### src/rtl/backoff_retry_pkg.sv
// rtl/backoff_retry_pkg.sv - shared types and constants for the backoff retry controller
package backoff_retry_pkg;

    // Controller states; encoding fixed so waveforms read the same across builds
    typedef enum logic [2:0] {
        IDLE      = 3'd0,
        ISSUE     = 3'd1,
        WAIT_RESP = 3'd2,
        BACKOFF   = 3'd3,
        DONE      = 3'd4
    } state_e;

    // Width of the backoff LFSR, mask and countdown registers
    localparam int unsigned LfsrWidth = 16;

endpackage

### src/rtl/exp_backoff.sv
// rtl/exp_backoff.sv - randomized exponential backoff countdown
module exp_backoff
    import backoff_retry_pkg::*;
#(
    parameter int unsigned Seed   = 'hffff,
    parameter int unsigned MaxExp = 16
) (
    input  logic clk_i,
    input  logic rst_ni,
    input  logic clear_i,
    input  logic set_i,
    input  logic clr_i,
    output logic is_zero_o
);

    // Caps the window growth at MaxExp low bits
    localparam logic [LfsrWidth-1:0] CapMask = LfsrWidth'((32'd1 << MaxExp) - 32'd1);

    logic [LfsrWidth-1:0] lfsr_q;
    logic [LfsrWidth-1:0] mask_q;
    logic [LfsrWidth-1:0] cnt_q;
    logic                 feedback;

    // Fibonacci taps 16,14,13,11 on a right-shifting register
    assign feedback = lfsr_q[0] ^ lfsr_q[2] ^ lfsr_q[3] ^ lfsr_q[5];

    // set_i loads the wait from the window masked random value and then widens the
    // window, so the first backoff after a clear is always zero cycles
    always_ff @(posedge clk_i) begin
        if (!rst_ni || clear_i) begin
            lfsr_q <= LfsrWidth'(Seed);
            mask_q <= '0;
            cnt_q  <= '0;
        end else if (clr_i) begin
            mask_q <= '0;
            cnt_q  <= '0;
        end else if (set_i) begin
            cnt_q  <= mask_q & lfsr_q;
            mask_q <= ((mask_q << 1) | LfsrWidth'(1)) & CapMask;
            lfsr_q <= {feedback, lfsr_q[LfsrWidth-1:1]};
        end else if (cnt_q != '0) begin
            cnt_q <= cnt_q - LfsrWidth'(1);
        end
    end

    assign is_zero_o = (cnt_q == '0);

endmodule

### src/rtl/backoff_retry_ctrl.sv
// rtl/backoff_retry_ctrl.sv - single-request retry controller with exponential backoff
module backoff_retry_ctrl
    import backoff_retry_pkg::*;
#(
    parameter int unsigned DataWidth     = 32,
    parameter int unsigned MaxRetries    = 7,
    parameter int unsigned TimeoutCycles = 0,
    parameter int unsigned Seed          = 'hffff,
    parameter int unsigned MaxExp        = 16,
    localparam int unsigned RW           = $clog2(MaxRetries + 1)
) (
    input  logic                 clk_i,
    input  logic                 rst_i,
    input  logic                 req_valid_i,
    output logic                 req_ready_o,
    input  logic [DataWidth-1:0] req_data_i,
    output logic                 att_valid_o,
    input  logic                 att_ready_i,
    output logic [DataWidth-1:0] att_data_o,
    input  logic                 resp_valid_i,
    input  logic                 resp_ok_i,
    output logic                 done_valid_o,
    input  logic                 done_ready_i,
    output logic                 done_ok_o,
    output logic [RW-1:0]        done_retries_o
);

    localparam int unsigned TW = (TimeoutCycles > 1) ? $clog2(TimeoutCycles) : 1;

    state_e               state_q;
    state_e               state_d;
    logic [DataWidth-1:0] data_q;
    logic [RW-1:0]        retry_cnt_q;
    logic [TW-1:0]        tmo_cnt_q;
    logic                 done_ok_q;

    logic capture;
    logic backoff_set;
    logic backoff_clr;
    logic retry_inc;
    logic ok_load;
    logic ok_val;
    logic timeout_hit;
    logic last_attempt;
    logic is_zero;

    assign timeout_hit  = (TimeoutCycles != 0) && (tmo_cnt_q == TW'(TimeoutCycles - 1));
    assign last_attempt = (retry_cnt_q == RW'(MaxRetries));

    // State register
    always_ff @(posedge clk_i) begin
        if (rst_i) begin
            state_q <= IDLE;
        end else begin
            state_q <= state_d;
        end
    end

    // Next-state and transition strobes; a timeout is judged exactly like a NACK
    // and a real response in the same cycle takes precedence over it
    always_comb begin
        state_d     = state_q;
        capture     = 1'b0;
        backoff_set = 1'b0;
        backoff_clr = 1'b0;
        retry_inc   = 1'b0;
        ok_load     = 1'b0;
        ok_val      = 1'b0;
        case (state_q)
            IDLE: begin
                if (req_valid_i) begin
                    capture = 1'b1;
                    state_d = ISSUE;
                end
            end
            ISSUE: begin
                if (att_ready_i) begin
                    state_d = WAIT_RESP;
                end
            end
            WAIT_RESP: begin
                if (resp_valid_i || timeout_hit) begin
                    if (resp_valid_i && resp_ok_i) begin
                        backoff_clr = 1'b1;
                        ok_load     = 1'b1;
                        ok_val      = 1'b1;
                        state_d     = DONE;
                    end else if (last_attempt) begin
                        backoff_clr = 1'b1;
                        ok_load     = 1'b1;
                        state_d     = DONE;
                    end else begin
                        backoff_set = 1'b1;
                        retry_inc   = 1'b1;
                        state_d     = BACKOFF;
                    end
                end
            end
            BACKOFF: begin
                if (is_zero) begin
                    state_d = ISSUE;
                end
            end
            DONE: begin
                if (done_ready_i) begin
                    state_d = IDLE;
                end
            end
            default: state_d = IDLE;
        endcase
    end

    // Moore outputs decoded from state and registered data only
    always_comb begin
        req_ready_o    = (state_q == IDLE);
        att_valid_o    = (state_q == ISSUE);
        done_valid_o   = (state_q == DONE);
        att_data_o     = data_q;
        done_ok_o      = done_ok_q;
        done_retries_o = retry_cnt_q;
    end

    // Payload capture, retry count, response timeout and final verdict
    always_ff @(posedge clk_i) begin
        if (rst_i) begin
            data_q      <= '0;
            retry_cnt_q <= '0;
            tmo_cnt_q   <= '0;
            done_ok_q   <= 1'b0;
        end else begin
            if (capture) begin
                data_q      <= req_data_i;
                retry_cnt_q <= '0;
            end else if (retry_inc) begin
                retry_cnt_q <= retry_cnt_q + RW'(1);
            end
            if (state_q == ISSUE) begin
                tmo_cnt_q <= '0;
            end else if (state_q == WAIT_RESP) begin
                tmo_cnt_q <= tmo_cnt_q + TW'(1);
            end
            if (capture) begin
                done_ok_q <= 1'b0;
            end else if (ok_load) begin
                done_ok_q <= ok_val;
            end
        end
    end

    exp_backoff #(
        .Seed   (Seed),
        .MaxExp (MaxExp)
    ) u_backoff (
        .clk_i     (clk_i),
        .rst_ni    (1'b1),
        .clear_i   (rst_i),
        .set_i     (backoff_set),
        .clr_i     (backoff_clr),
        .is_zero_o (is_zero)
    );

    if (MaxRetries < 1) begin : g_bad_max_retries
        $error("backoff_retry_ctrl: MaxRetries must be at least 1");
    end

    a_att_data_stable: assert property (@(posedge clk_i) disable iff (rst_i)
        (att_valid_o && !att_ready_i) |=> $stable(att_data_o));

    a_set_clr_exclusive: assert property (@(posedge clk_i)
        !(backoff_set && backoff_clr));

endmodule

### config.mk
export PLATFORM = sky130hd
export DESIGN_NAME = backoff_retry_ctrl
export DESIGN_NICKNAME = d
export VERILOG_FILES = /design/src/rtl/backoff_retry_pkg.sv /design/src/rtl/exp_backoff.sv /design/src/rtl/backoff_retry_ctrl.sv
export SDC_FILE = /design/constraint.sdc
export NUM_CORES = 1
export LEC_CHECK = 0
export CAP_MARGIN = 10
export CORE_MARGIN = 2
export CORE_UTILIZATION = 50
export DETAILED_ROUTE_END_ITERATION = 10
export GPL_TIMING_DRIVEN = 0
export HOLD_SLACK_MARGIN = 0.1
export MAX_ROUTING_LAYER = met4
export PLACE_DENSITY = 0.79
export SLEW_MARGIN = 20
export SYNTH_ARGS = -nofsm -noshare
export SYNTH_HDL_FRONTEND = slang
export SYNTH_SLANG_ARGS = --single-unit
### constraint.sdc
create_clock -name clk_i -period 3.3 [get_ports clk_i]
set_input_delay 0.495 -clock clk_i [delete_from_list [all_inputs] [get_ports clk_i]]
set_output_delay 0.495 -clock clk_i [all_outputs]
set_load 0.005 [all_outputs]
* After elaboration in Yosys (flattened, before gate mapping)
Cells that the tools add are included.
Operators by class: eq/ne operators 10, bitwise operators 5, add/subtract/negate cells 2, muxes and demuxes 23, reductions and logical operators 9
Operators by type and width (count):
- $mux W16 | 2
- $mux W3 | 7
- $and A16 B16 Y16 | 1
- $logic_not A16 Y1 | 1
- $reduce_bool A16 Y1 | 1
- $sub A16 B1 Y16 const B | 1
- $pmux W3 S5 | 1
- $mux W1 | 13
- $eq A3 B2 Y1 const B | 2
- $eq A3 B3 Y1 const B | 2
- $ne A2 B2 Y1 const B | 3
- $reduce_and A5 Y1 | 1
- $ne A2 B1 Y1 const B | 2
- $reduce_or A2 Y1 | 2
- $add A3 B1 Y3 const B | 1
- $eq A3 B1 Y1 const B | 1
- $logic_not A3 Y1 | 1
- $xor A1 B1 Y1 | 3
- $reduce_and A2 Y1 | 1
- $reduce_bool A2 Y1 | 1
- $logic_and A1 B1 Y1 | 1
- $not A1 Y1 | 1
Storage, ports and cells: register bits after elaboration 87, input port bits 39, word-level logic and storage cells 56, output and inout port bits 39

* Logic depth before layout (Yosys ltp)
word-level depth 7, gate-level depth with buffers 7, mapped depth without buffers 7

* By module
Synthesis repeated with hierarchy kept, for this count alone.
Second synthesis, totals: cell total of the unflattened synthesis 431, area, all modules 3789.9 um^2
Modules (own cells, without submodules):
- exp_backoff | area each 2049.5 um^2, cells an instance 236, seq. area each 960.9 um^2, times used 1
- backoff_retry_ctrl | area each 1740.4 um^2, cells an instance 195, seq. area each 780.7 um^2, times used 1

* Least setup slack after synthesis
OpenSTA, ideal clock, no wires.
path kind register -> register, start point register u_backoff.cnt_q[0], end point register u_backoff.cnt_q[3], arrival time 1.948 ns, setup time 0.086 ns, clock period less this slack 2.034 ns, setup slack 1.266 ns, path buffers 0, cell stages (with the launch flop) 8, required time 3.214 ns, path through dfxtp_1 > inv_1 > ha_1 > or4b_4 > nor4_4 > nor4_1 > xnor2_1 > a211oi_1
Between the ends: longest elaborated chain between the ends 3, elaborated cells between the ends (all ways) 5, classes of those cells 1 x add/sub; 2 x mux; 2 x reduce/logical
Ends and longest elaborated chain:
- start, declared | line exp_backoff.sv:21 | logic [LfsrWidth-1:0] cnt_q;
- start signal, assigned | line exp_backoff.sv:38 | cnt_q <= mask_q & lfsr_q;
- start signal, assigned | line exp_backoff.sv:42 | cnt_q <= cnt_q - LfsrWidth'(1);
- $sub A16 B1 Y16 | line exp_backoff.sv:42
- $mux W16 | line exp_backoff.sv:41 | end else if (cnt_q != '0) begin
- $mux W16 | line exp_backoff.sv:37 | end else if (set_i) begin
Several ways; a longest one is shown, not always the timed one. The select of a mux whose other input is x is not followed. A chain may end at the register's enable or synchronous reset.

* Worst setup path in the final report
start point input resp_valid_i, end point register u_backoff.cnt_q[10]
Between the ends: longest elaborated chain between the ends 5, elaborated cells between the ends (all ways) 10, classes of those cells 7 x mux; 3 x reduce/logical
Ends and longest elaborated chain:
- start, declared | line backoff_retry_ctrl.sv:20 | input logic resp_valid_i,
- $logic_and A1 B1 Y1 | line backoff_retry_ctrl.sv:83 | if (resp_valid_i && resp_ok_i) begin
- $mux W1 | line backoff_retry_ctrl.sv:83
- $mux W1 | line backoff_retry_ctrl.sv:82 | if (resp_valid_i || timeout_hit) begin
- $mux W1 | line backoff_retry_ctrl.sv:69 | case (state_q)
- $mux W16 (tied with other cells) | line exp_backoff.sv:37
Several ways; a longest one is shown, not always the timed one.

==> qor.yml <==
synthTopCellsByCount: "nand2_1, dfxtp_1, a21oi_1"
clkSinkCount: 87
drtIter0Drc: 182
cp.arrival_ns: 2.70
antenna_found_initial: 0
crit_type: "in -> reg"
track_usage_pct: 25.02
period_share_pct: 72.95
routed_wl_mm: 9.261
cts-root-buf: "clkbuf_8"
max_freq_mhz: 415.4
synth_top_area_cell: "dfxtp_1"
drive_above_1_share_pct: 5.094
clock_skew_ns: 0.01337
die_h_um: 88.47
dp_hpwl_mm: 6.624
drtPass1Iterations: 5
cp-start-kind: "primary input"
ctsHoldBuffers: 0
cts.repair.resized: 0
synth_seq_cells: 87
reg2reg_slack_ns: 0.89
cellLeakagePower_nw: 1.671
post-synth-top-count-cell: "nand2_1"
synth_cell_types: 45
power.density_nw_per_um2: 583.6
io_pins: 78
dieArea_um2: 7826
post-place-cells: 610
cts_buffers: 9
status: "finished clean"
numPortBuffers: 76
cap_viol_max_count: 0
gp_congestion: 0.8471
num_rows: 30
post_dp_cell_area_um2: 4448
cp-startpoint: "resp_valid_i"
wl_per_cell_um: 14.79
ys_seq_area_share_pct: 48.82
nNetsFinal: 567
hold_path.class: "reg -> reg"
worstHoldStart: "att_data_o[23]$_SDFFE_PP0P_"
synthFlopType: "dfxtp_1"
initial_core_util_pct: 52.22
fin_crit_ns: 2.407
post_cts_buffers: 0
grt_pass1_vias: 2991
hold_viol: 0
clk_pin_slew_ns: 0.09
remaining_drc_errors: 0
worstSetupEndpointType: "flop"
clockBufferDepth: 2
via_per_inst: 5.423
grt_first_pass_wirelength_mm: 14.57
grt_max_degree: 15
htree_levels: 3
vias: 3395
slew_viol_final: 0
antenna_cells: 0
cts_tree: "built"
finalInstanceArea_um2: 4633
total_power_w: 0.002704
peakVddDrop_v: 0.0003091
synth_top_area_share_pct: 48.82
rsz0062_at_grt: "no"
grt-ovfl-total: 0
synth_edf_count: 0
syn_nets: 480
syn_avg_cell_area_um2: 8.144
synth_area_um2: 3567
worstPathRequired_ns: 3.59
async_reset_ff_share_pct: 0
stdcell_count: 626
path_max_fanout: 10
timing.rr.start: "done_retries_o[0]$_SDFFE_PP0P_"
area_growth_pct: 29.88
ant_nets: 0
yosys-top-cells-area: "dfxtp_1, nand2_1, a21oi_1, nand3b_1, xnor2_1"
fillers: 609
max_slew_margin_pct: 52.59
setup_viol: 0
die_w_um: 88.47
setup-tns-final_ns: 0
worstSkewPairLatency_ns: 0.36
synth_cells: 438
core_um2: 6832
tightest_slew_ns: 0.7073
yosys_warnings: 0
## worst paths after layout
| path | endpoint | cells past startpoint |
|---|---|---|
| max reg2reg | u_backoff.cnt_q[5]$_SDFFE_PP0P_ | 6 |
| max | u_backoff.cnt_q[10]$_SDFFE_PP0P_ | 7 |
| min reg2reg | att_data_o[23]$_SDFFE_PP0P_ | 2 |
| min | att_data_o[23]$_SDFFE_PP0P_ | 2 |
## where the power goes
group	switching, W	internal (W)	total [W]
Combinational	0.000399	0.000376	0.000775
Clock	0.000375	0.000317	0.000692
Sequential	0.0000938	0.00114	0.00124
Total	0.000867	0.00184	0.00270
## sequential cells by signal, indices dropped and copies added, names as in the netlist
name,count
done_ok_o,1
u_backoff.lfsr_q,16
u_backoff.cnt_q,16
state_q,3
done_retries_o,3
att_data_o,32
u_backoff.mask_q,16
## metrics by stage
| stage | worst slack [ns] | util (%) | hold WS, ns |
|---|---|---|---|
| floorplan | 1.266 | - | 0.4364 |
| global placement | 0.6422 | 65.11 | 0.4416 |
| detailed placement | 0.6225 | 65.11 | 0.4457 |
| CTS | 0.9096 | 67.82 | 0.4582 |
| global route | 0.7705 | 67.82 | 0.4816 |
| finish | 0.8927 | 67.82 | 0.4570 |
## cell type report
cell class / count / area [um2] / area share (%)
clock inverter: 4 / 30.03 / 0.6481
tap: 96 / 120.1 / 2.592
sequential: 87 / 1742 / 37.59
buffer: 27 / 107.6 / 2.322
inverter: 2 / 7.507 / 0.1620
clock buffer: 12 / 155.1 / 3.349
multi-input combinational: 322 / 1710 / 36.92
timing repair buffer: 76 / 760.7 / 16.42
## critical path, cell delays in order
cell and delay [ns]:
clkdlybuf4s50_1 0.50, nand4bb_1 0.12, clkbuf_1 0.23, nor3_2 0.59, buf_2 0.39, nand3_1 0.19, a21oi_1 0.18
## layout by cell type, fill, tap and decap left out, types with 7 or more instances in the layout
cell / netlist / routed
clkdlybuf4s50_1: 0 / 76
xnor2_1: 10 / 10
nand3b_1: 15 / 15
a21oi_1: 64 / 64
nand2_1: 131 / 131
dfxtp_1: 87 / 87
a211oi_1: 7 / 7
nor3_1: 16 / 16
clkbuf_8: 0 / 11
clkbuf_1: 22 / 23
nor2_1: 13 / 13
## cells by family after synthesis
kind of cell	Yosys count	synth area share (%)
AND/OR/NAND/NOR	215	29.15
AO/OA/AOI/OAI	92	14.73
flip-flops	87	48.82
buffers and inverters	29	3.227
XOR/XNOR	10	2.455
adder cells (fa/ha/maj)	3	1.052
multiplexers	2	0.5612
## routing by layer
metal / vias up / GRT usage, % / share of wire (%) / wire length [um]
met1: 1576 / 34.48 / 46 / 4226
met3: 17 / 3.451 / 5.1 / 471
met2: 112 / 36.98 / 47 / 4345
met5: - / - / 0 / 0
met4: 0 / 10.47 / 2.4 / 218
li1: 1690 / - / - / -
Power figures use the tool's default switching activity.
